File: src/rtl/ex_mem_pkg.sv
// ex_mem_pkg: shared widths, payload bundle and skid-buffer states for the EX/MEM stage
//   DATA_W, REG_ADDR_W : datapath and register-address widths
//   ex_mem_payload_t   : bundle captured from EX (control bits occupy the four LSBs)
//   CTRL_MASK          : payload bits cleared by a flush (the MEM/WB control bits)
//   state_t            : EMPTY (0 held), FULL (main held), SKID (main + skid held)
package ex_mem_pkg;
   localparam int DATA_W = 32;
   localparam int REG_ADDR_W = 5;
   typedef struct packed {
      logic [DATA_W-1:0]     alu_result;
      logic                  zero;
      logic [DATA_W-1:0]     store_data;
      logic [REG_ADDR_W-1:0] rd_addr;
      logic                  reg_write;
      logic                  mem_read;
      logic                  mem_write;
      logic                  mem_to_reg;
   } ex_mem_payload_t;
   localparam int PAYLOAD_W = $bits(ex_mem_payload_t);
   localparam logic [PAYLOAD_W-1:0] CTRL_MASK = PAYLOAD_W'(4'hF);
   typedef enum logic [1:0] {EMPTY, FULL, SKID} state_t;
endpackage

File: src/rtl/ex_mem_skid_buffer.sv
// skid_buffer: generic 2-entry valid/ready skid buffer with synchronous flush
//   clk_i, rst_i (async, active-low), flush_i
//   valid_i/ready_o/data_i : upstream handshake; ready_o depends on state only
//   valid_o/ready_i/data_o : downstream handshake; data_o always comes from main
//   occupancy_o            : entries held (0..2)
//   CLR_MASK               : bits of both entries zeroed on flush, others hold
module skid_buffer
   import ex_mem_pkg::*;
#(
   parameter int W = 8,
   parameter logic [W-1:0] CLR_MASK = '0
) (
   input  logic         clk_i,
   input  logic         rst_i,
   input  logic         flush_i,
   input  logic         valid_i,
   output logic         ready_o,
   input  logic [W-1:0] data_i,
   output logic         valid_o,
   input  logic         ready_i,
   output logic [W-1:0] data_o,
   output logic [1:0]   occupancy_o
);
   state_t r_state, w_next;
   logic [W-1:0] r_main, r_skid;
   logic w_in, w_out;
   assign valid_o = r_state != EMPTY;
   // rst_i gates ready so it is low while reset is held and rises on release
   assign ready_o = rst_i & (r_state != SKID);
   assign occupancy_o = (r_state == SKID) ? 2'd2 : (r_state == FULL) ? 2'd1 : 2'd0;
   assign data_o = r_main;
   assign w_in = valid_i & ready_o;
   assign w_out = valid_o & ready_i;
   always_ff @(posedge clk_i or negedge rst_i) begin
      if (!rst_i) r_state <= EMPTY;
      else r_state <= w_next;
   end
   always_comb begin
      w_next = r_state;
      case (r_state)
         EMPTY: if (w_in) w_next = FULL;
         FULL: if (w_in && !w_out) w_next = SKID;
               else if (!w_in && w_out) w_next = EMPTY;
         SKID: if (w_out) w_next = FULL;
         default: w_next = EMPTY;
      endcase
      if (flush_i) w_next = EMPTY;
   end
   // w_in implies state != SKID, so main takes the input when empty or draining in lockstep
   always_ff @(posedge clk_i or negedge rst_i) begin
      if (!rst_i) begin
         r_main <= '0;
         r_skid <= '0;
      end else if (flush_i) begin
         r_main <= r_main & ~CLR_MASK;
         r_skid <= r_skid & ~CLR_MASK;
      end else begin
         if (r_state == SKID && w_out) r_main <= r_skid;
         else if (w_in && (r_state == EMPTY || w_out)) r_main <= data_i;
         if (w_in && r_state == FULL && !w_out) r_skid <= data_i;
      end
   end
endmodule

File: src/rtl/ex_mem_skid.sv
// ex_mem_skid: EX/MEM pipeline register with a 2-entry skid buffer toward the MEM stage
//   clk_i, rst_i (async, active-low), flush_i (sync, turns held entries into bubbles)
//   valid_i/ready_o + ALU bundle inputs from EX
//   valid_o/ready_i + registered bundle outputs toward MEM, occupancy_o (0..2)
//   Widths DATA_W and REG_ADDR_W come from ex_mem_pkg.
module ex_mem_skid
   import ex_mem_pkg::*;
(
   input  logic                  clk_i,
   input  logic                  rst_i,
   input  logic                  flush_i,
   input  logic                  valid_i,
   output logic                  ready_o,
   input  logic [DATA_W-1:0]     alu_result_i,
   input  logic                  zero_i,
   input  logic [DATA_W-1:0]     store_data_i,
   input  logic [REG_ADDR_W-1:0] rd_addr_i,
   input  logic                  reg_write_i,
   input  logic                  mem_read_i,
   input  logic                  mem_write_i,
   input  logic                  mem_to_reg_i,
   output logic                  valid_o,
   input  logic                  ready_i,
   output logic [DATA_W-1:0]     alu_result_o,
   output logic                  zero_o,
   output logic [DATA_W-1:0]     store_data_o,
   output logic [REG_ADDR_W-1:0] rd_addr_o,
   output logic                  reg_write_o,
   output logic                  mem_read_o,
   output logic                  mem_write_o,
   output logic                  mem_to_reg_o,
   output logic [1:0]            occupancy_o
);
   ex_mem_payload_t w_in_p, w_out_p;
   assign w_in_p = {alu_result_i, zero_i, store_data_i, rd_addr_i,
                    reg_write_i, mem_read_i, mem_write_i, mem_to_reg_i};
   skid_buffer #(.W(PAYLOAD_W), .CLR_MASK(CTRL_MASK)) u_skid (
      .clk_i(clk_i),
      .rst_i(rst_i),
      .flush_i(flush_i),
      .valid_i(valid_i),
      .ready_o(ready_o),
      .data_i(w_in_p),
      .valid_o(valid_o),
      .ready_i(ready_i),
      .data_o(w_out_p),
      .occupancy_o(occupancy_o)
   );
   assign alu_result_o = w_out_p.alu_result;
   assign zero_o = w_out_p.zero;
   assign store_data_o = w_out_p.store_data;
   assign rd_addr_o = w_out_p.rd_addr;
   assign reg_write_o = w_out_p.reg_write;
   assign mem_read_o = w_out_p.mem_read;
   assign mem_write_o = w_out_p.mem_write;
   assign mem_to_reg_o = w_out_p.mem_to_reg;
endmodule
File: config.mk
export PLATFORM = sky130hd
export DESIGN_NAME = ex_mem_skid
export DESIGN_NICKNAME = d
export VERILOG_FILES = /design/src/rtl/ex_mem_pkg.sv /design/src/rtl/ex_mem_skid_buffer.sv /design/src/rtl/ex_mem_skid.sv
export SDC_FILE = /design/constraint.sdc
export NUM_CORES = 1
export LEC_CHECK = 0
export ABC_AREA = 1
export CORE_MARGIN = 5
export CORE_UTILIZATION = 46
export DETAILED_ROUTE_END_ITERATION = 8
export GPL_TIMING_DRIVEN = 0
export PLACE_DENSITY = 0.87
export SLEW_MARGIN = 20
export SYNTH_ARGS = -nofsm -noshare
export SYNTH_HDL_FRONTEND = slang
export SYNTH_SLANG_ARGS = --single-unit
File: constraint.sdc
create_clock -name clk_i -period 1.4 [get_ports clk_i]
set_clock_uncertainty 0.15 [all_clocks]
set_input_delay 0.28 -clock clk_i [delete_from_list [all_inputs] [get_ports clk_i]]
set_output_delay 0.28 -clock clk_i [all_outputs]
set_load 0.005 [all_outputs]
==> flow_metrics.py, run 1 <==
metrics = {
    "outcome": {
        "outcome": "finished, violations left",
        "violations": "negative hold slack, negative setup slack",
    },
    "synthesis": {
        "ys_ff_latch": 150,
        "synthCells": 979,
        "ys_seq_area_share_pct": 52.1,
        "synth.top_cells.by_area": "dfrtp_1, nand2_1, inv_1, nand3_1, o21ai_1",
        "syn_area_um2": 7200,
        "avgSynthCellArea_um2": 7.36,
        "synth_top_area_cell": "dfrtp_1",
        "ys_types": 17,
        "yosysWarnings": 0,
        "syn_nets": 1059,
        "yosysTopAreaCellShare_pct": 52.1,
    },
    "floorplan": {
        "ioPinCount": 157,
        "core_um2": 15300,
        "rows": 45,
        "die-area_um2": 18300,
        "dieWidth_um": 135,
        "die_h_um": 135,
        "start_util_pct": 47.2,
    },
    "critical_path": {
        "critPathSlowestCell": "dfrtp_1",
        "required_ns": 0.97,
        "cp.buffers_inverters": 2,
        "cp_cell_sequence": "buf_6 -> nor2_4 -> nor2_1 -> buf_2",
        "cp_max_fo": 4,
        "path_class": "reg2out",
        "crit_family": "flip-flops",
        "worstSetupStartpointType": "flip-flop",
        "critical_path.max_stage_delay_ns": 0.41,
        "crit_arrival_ns": 1.31,
        "cp-end-kind": "output pin",
    },
    "clock_tree": {
        "clk_pin_slew_worst_paths_ns": 0.06,
        "cts.sinks": 150,
        "cts_max_path_buffers": 2,
        "tritoncts": "built",
        "numCtsBuffers": 17,
        "root_buffer": "clkbuf_16",
        "clkLatencyLatePin_ns": 0.42,
        "h-tree-depth": 4,
    },
    "grt": {
        "overflow": 0,
        "grt_pass1_wl_um": 32800,
        "grt_pass1_vias": 6617,
        "grt_max_degree": 78,
        "antenna_found_initial": 1,
        "grt_util_all_layers_pct": 22.7,
    },
    "finish": {
        "fin_util_pct": 70.1,
        "stdcell_count": 1438,
        "drive_above_1_share_pct": 28.1,
        "nets": 1294,
        "final_common_cell": "nand2_1",
        "final_cell_mix": "nand2_1, dfrtp_1, inv_1, nand3_1, buf_2",
        "multi_input_area_um2": 3050,
        "syn_to_final_growth_pct": 48.5,
        "seq_area_um2": 3750,
        "fillers": 1177,
    },
    "sta": {
        "setup_violations": 154,
        "finalWorstSetupSlack_ns": -0.339,
        "worst_pin_slew_ns": 0.443,
        "hold_slack_ns": -0.389,
        "hold_viol": 83,
        "finalCriticalPeriod_ns": 1.74,
        "relSlewSlack_pct": 70.4,
        "drv_slew": 0,
        "fin_crit_sh_pct": 124,
        "grt_setup_unrepaired": "true",
        "fmax_mhz": 575,
    },
    "drt": {
        "drt_wl_total_um": 21700,
        "routed-via-count": 6932,
        "drc": 0,
        "viasPerCell": 4.82,
        "ant_nets": 0,
        "dr.pass1.iters": 5,
        "wl_per_cell_um": 15.1,
        "drt-initial-drc-count": 430,
    },
    "power": {
        "leakagePower_nw": 5.92,
        "peakVddDrop_mv": 0.869,
        "power_density_nw_per_um2": 1570,
    },
    "placement": {
        "dp_cells": 1347,
        "routabilityCongestion": 0.828,
        "io_buffers": 156,
        "dp_hpwl_um": 13400,
    },
    "flow_run": {
        "maxCapViolCount": 0,
    },
    "hold_path": {
        "hold_path.class": "in2async",
    },
}
==> cells by family after synthesis <==
| family | share of synthesized area [%] |
|---|---|
| AND/OR/NAND/NOR | 30.4 |
| adder cells (fa/ha/maj) | 0.174 |
| buffers and inverters | 12.3 |
| flip-flops | 52.1 |
| AO/OA/AOI/OAI | 5.00 |
==> layer usage <==
| metal | up-vias | GRT usage, % | part of all wire (%) |
|---|---|---|---|
| li1 | 3420 | - | - |
| met2 | 208 | 38.7 | 51 |
| met5 | - | 0 | 0 |
| met4 | 0 | 7.67 | 2.4 |
| met3 | 35 | 4.27 | 5.3 |
| met1 | 3269 | 29.2 | 41 |
==> sequential cells by signal (all words and copies together), names as in the netlist <==
register and cells:
u_skid.r_skid 74, u_skid.data_o 74, u_skid.r_state 2
==> cell type report <==
class,instances,share of cell area [%]
Clock buffer,23,4.56
Antenna cell,1,0.0234
Sequential cell,150,35.1
Inverter,149,5.30
Clock inverter,8,1.36
Multi-Input combinational cell,626,28.5
Buffer,54,5.50
Timing Repair Buffer,216,17.2
Tap cell,211,2.47
==> repair_timing <==
item,4_1_cts,5_1_grt
gates cloned,8,6
pin swaps,11,5
buffers inserted,31,15
gates resized for setup,417,126
endpoints found under the setup margin,228,172
hold endpoints to repair,73,73
==> synth_stat cells, drive strengths merged <==
cell type,count
nor2,10
nand3,83
nand4,2
o21ai,71
dfrtp,150
nand2,457
buf,40
a21oi,1
inv,149
ha,1
clkbuf,15
==> metrics by stage <==
| step | total power (W) | setup WS (ns) | cell area [um^2] | hold WS, ns | TNS, ns |
|---|---|---|---|---|---|
| after detailed placement | 0.0111 | -1.09 | 9140 | 0.137 | -134.25 |
| after floorplan | 0.00878 | -0.0148 | 7290 | -0.166 | -0.813 |
| final | 0.0168 | -0.339 | 10700 | -0.389 | -42.85 |
| after CTS | 0.0160 | -0.285 | 10100 | -0.377 | -38.86 |
| after global placement | 0.0109 | -6.26 | 9110 | 0.303 | -1857.71 |
| after global routing | 0.0178 | -0.390 | 10700 | -0.364 | -51.76 |
==> power by group <==
group          switching [W]  internal (W)  total (W)
clock network        0.00174       0.00316    0.00490
registers           0.000998       0.00593    0.00693
logic                0.00249       0.00249    0.00498
==> worst paths after layout <==
| check | slack (ns) | end | start | cells after the start |
|---|---|---|---|---|
| setup / recovery | -0.34 | ready_o | u_skid.r_state[0] | 4 |
| hold / removal | -0.39 | u_skid.data_o[65] | rst_i | 1 |
| setup reg to reg | -0.34 | u_skid.data_o[56] | u_skid.r_state[0] | 9 |
| hold reg to reg | 0.32 | u_skid.r_skid[71] | u_skid.r_skid[71] | 2 |
| max in group asynchronous | 0.78 | u_skid.data_o[31] | rst_i | 2 |
| min in group clk_i | 0.28 | u_skid.r_state[1] | rst_i | 5 |
Power figures use the tool's default switching activity.
==> run 2: changes to the inputs <==
--- a/config.mk
+++ b/config.mk
@@ -6,11 +6,13 @@
 export NUM_CORES = 1
 export LEC_CHECK = 0
 export ABC_AREA = 1
+export CELL_PAD_IN_SITES_DETAIL_PLACEMENT = 1
+export CELL_PAD_IN_SITES_GLOBAL_PLACEMENT = 1
 export CORE_MARGIN = 5
-export CORE_UTILIZATION = 46
+export CORE_UTILIZATION = 33
 export DETAILED_ROUTE_END_ITERATION = 8
 export GPL_TIMING_DRIVEN = 0
-export PLACE_DENSITY = 0.87
+export PLACE_DENSITY = 0.88
 export SLEW_MARGIN = 20
 export SYNTH_ARGS = -nofsm -noshare
 export SYNTH_HDL_FRONTEND = slang
==> constraint.sdc (replaced) <==
create_clock -name clk_i -period 1.4 [get_ports clk_i]
set_clock_uncertainty 0.15 [all_clocks]
set_input_delay 0.28 -clock clk_i [delete_from_list [all_inputs] [get_ports clk_i]]
set_output_delay 0.28 -clock clk_i [all_outputs]
set_load 0.01 [all_outputs]
==> flow_metrics.py, run 2 (same netlist as run 1, synthesis figures left out) <==
metrics = {
    "outcome": {
        "outcome": "finished, violations left",
        "violations": "negative hold slack, negative setup slack",
    },
    "power": {
        "peakVddDrop_mv": 0.761,
        "power_density_nw_per_um2": 1530,
        "leakagePower_nw": 6.39,
    },
    "sta": {
        "fin_crit_sh_pct": 128,
        "hold_viol": 129,
        "drv_slew": 0,
        "finalCriticalPeriod_ns": 1.79,
        "hold_slack_ns": -0.437,
        "setup_violations": 166,
        "grt_setup_unrepaired": "true",
        "finalWorstSetupSlack_ns": -0.388,
        "fmax_mhz": 559,
        "relSlewSlack_pct": 81.9,
        "worst_pin_slew_ns": 0.272,
    },
    "placement": {
        "dp_hpwl_um": 16200,
        "placed_area_um2": 9290,
        "routabilityCongestion": 0.798,
        "dp_cells": 1416,
        "io_buffers": 156,
    },
    "finish": {
        "final_cell_mix": "nand2_1, dfrtp_1, inv_1, clkdlybuf4s50_1, buf_2",
        "syn_to_final_growth_pct": 65.1,
        "post-route-cell-area_um2": 11900,
        "fillers": 2521,
        "drive_above_1_share_pct": 33.8,
        "stdcell_count": 1542,
        "nets": 1328,
        "final_common_cell": "nand2_1",
        "fin_util_pct": 54.8,
    },
    "drt": {
        "drc": 0,
        "wl_per_cell_um": 19.2,
        "drt_wl_total_um": 29600,
        "drt-initial-drc-count": 354,
        "dr.pass1.iters": 4,
        "ant_nets": 0,
        "viasPerCell": 4.82,
        "routed-via-count": 7436,
    },
    "critical_path": {
        "crit_arrival_ns": 1.92,
        "cp-end-kind": "flip-flop",
        "critical_path.max_stage_delay_ns": 0.47,
        "cp_max_fo": 5,
        "critPathSlowestCell": "dfrtp_2",
        "cp_cell_sequence": "inv_4 -> nand2_4 -> o21ai_4 -> nand3_4 -> buf_12 -> buf_16 -> buf_8 -> nand2_2 -> o21ai_1",
        "worstSetupStartpointType": "flip-flop",
        "path_class": "reg2reg",
        "required_ns": 1.53,
    },
    "floorplan": {
        "start_util_pct": 33.2,
        "die_h_um": 158,
        "dieWidth_um": 158,
        "die-area_um2": 24900,
        "rows": 54,
        "ioPinCount": 157,
        "core_um2": 21700,
    },
    "grt": {
        "antenna_found_initial": 0,
        "overflow": 0,
        "grt_max_degree": 44,
        "grt_pass1_wl_um": 39200,
        "grt_util_all_layers_pct": 20.0,
        "grt_pass1_vias": 7526,
    },
    "clock_tree": {
        "clk_pin_slew_worst_paths_ns": 0.07,
        "cts_max_path_buffers": 2,
        "h-tree-depth": 4,
        "root_buffer": "clkbuf_16",
        "clkLatencyLatePin_ns": 0.42,
        "tritoncts": "built",
        "cts.sinks": 150,
        "numCtsBuffers": 17,
    },
    "hold_path": {
        "hold_path.class": "in2async",
    },
    "flow_run": {
        "maxCapViolCount": 0,
    },
}
==> run 2: cell count changes in the layout (fill, tap and decap cells not counted), moves of 9 or more <==
cell | before | now
nand3_1 | 80 | 62
nand2_4 | 13 | 31
o21ai_2 | 16 | 41
nand3_2 | 2 | 20
buf_2 | 80 | 67
clkbuf_16 | 22 | 40
buf_12 | 3 | 12
buf_4 | 46 | 56
o21ai_1 | 54 | 28
nand2_2 | 74 | 60
==> run 2: final cells by class <==
type,instances,area (um^2),area share [%]
Antenna cell,1,2.50,0.0210
Buffer,52,683,5.75
Clock buffer,20,457,3.84
Clock inverter,12,151,1.27
Inverter,149,564,4.75
Multi-Input combinational cell,627,3300,27.8
Sequential cell,150,3760,31.6
Tap cell,280,350,2.95
Timing Repair Buffer,251,2620,22.0
==> run 2: stage by stage <==
stage               setup TNS (ns)  hold WS [ns]  total power [W]  setup slack, ns
detailed placement         -174.14         0.119           0.0116            -1.20
finish                      -42.72        -0.437           0.0182           -0.388
CTS                         -37.39        -0.448           0.0164           -0.302
global route                -50.41        -0.431           0.0191           -0.422
floorplan                    -7.14        -0.166          0.00908          -0.0605
global placement          -1990.18         0.303           0.0113            -6.66
==> run 2: report_power, final <==
part | switching (W) | leakage (nW) | internal, W | total [W]
clock network | 0.00196 | 0.296 | 0.00290 | 0.00486
registers | 0.00119 | 1.89 | 0.00593 | 0.00712
logic | 0.00314 | 4.20 | 0.00304 | 0.00618
total | 0.00629 | 6.39 | 0.0119 | 0.0182
==> run 2: repair_timing <==
item	4_1_cts	5_1_grt
hold endpoints to repair	150	107
setup endpoints to repair	228	209
pin swaps	9	21
resized for setup	416	220
cloned	8	24
buffers inserted	30	32
==> run 2: metal layers <==
layer / wire length [um] / global-route usage [%] / vias up
li1: - / - / 3490
met4: 499 / 5.16 / 0
met5: 0 / 0 / -
met3: 1040 / 3.58 / 34
met2: 15800 / 35.6 / 154
met1: 12200 / 25.1 / 3758
==> run 2: path summary, 6_finish.rpt <==
check	from	endpoint	slack [ns]	cells past startpoint
worst max-delay path	u_skid.r_state[0]	u_skid.data_o[35]	-0.39	9
worst min-delay path	rst_i	u_skid.r_skid[36]	-0.44	1
worst max register to register	u_skid.r_state[0]	u_skid.data_o[35]	-0.39	9
worst min register to register	u_skid.r_skid[59]	u_skid.r_skid[59]	0.33	2
max in group asynchronous	rst_i	u_skid.data_o[3]	0.37	4
min in group clk_i	alu_result_i[22]	u_skid.r_skid[64]	0.30	3
==> run 2: worst max-delay path, delay by kind of cell (launching register included) <==
kind / cells / cell delay, ns
AO/OA/AOI/OAI: 2 / 0.19
buffers and inverters: 4 / 0.56
flip-flops: 1 / 0.47
AND/OR/NAND/NOR: 3 / 0.28
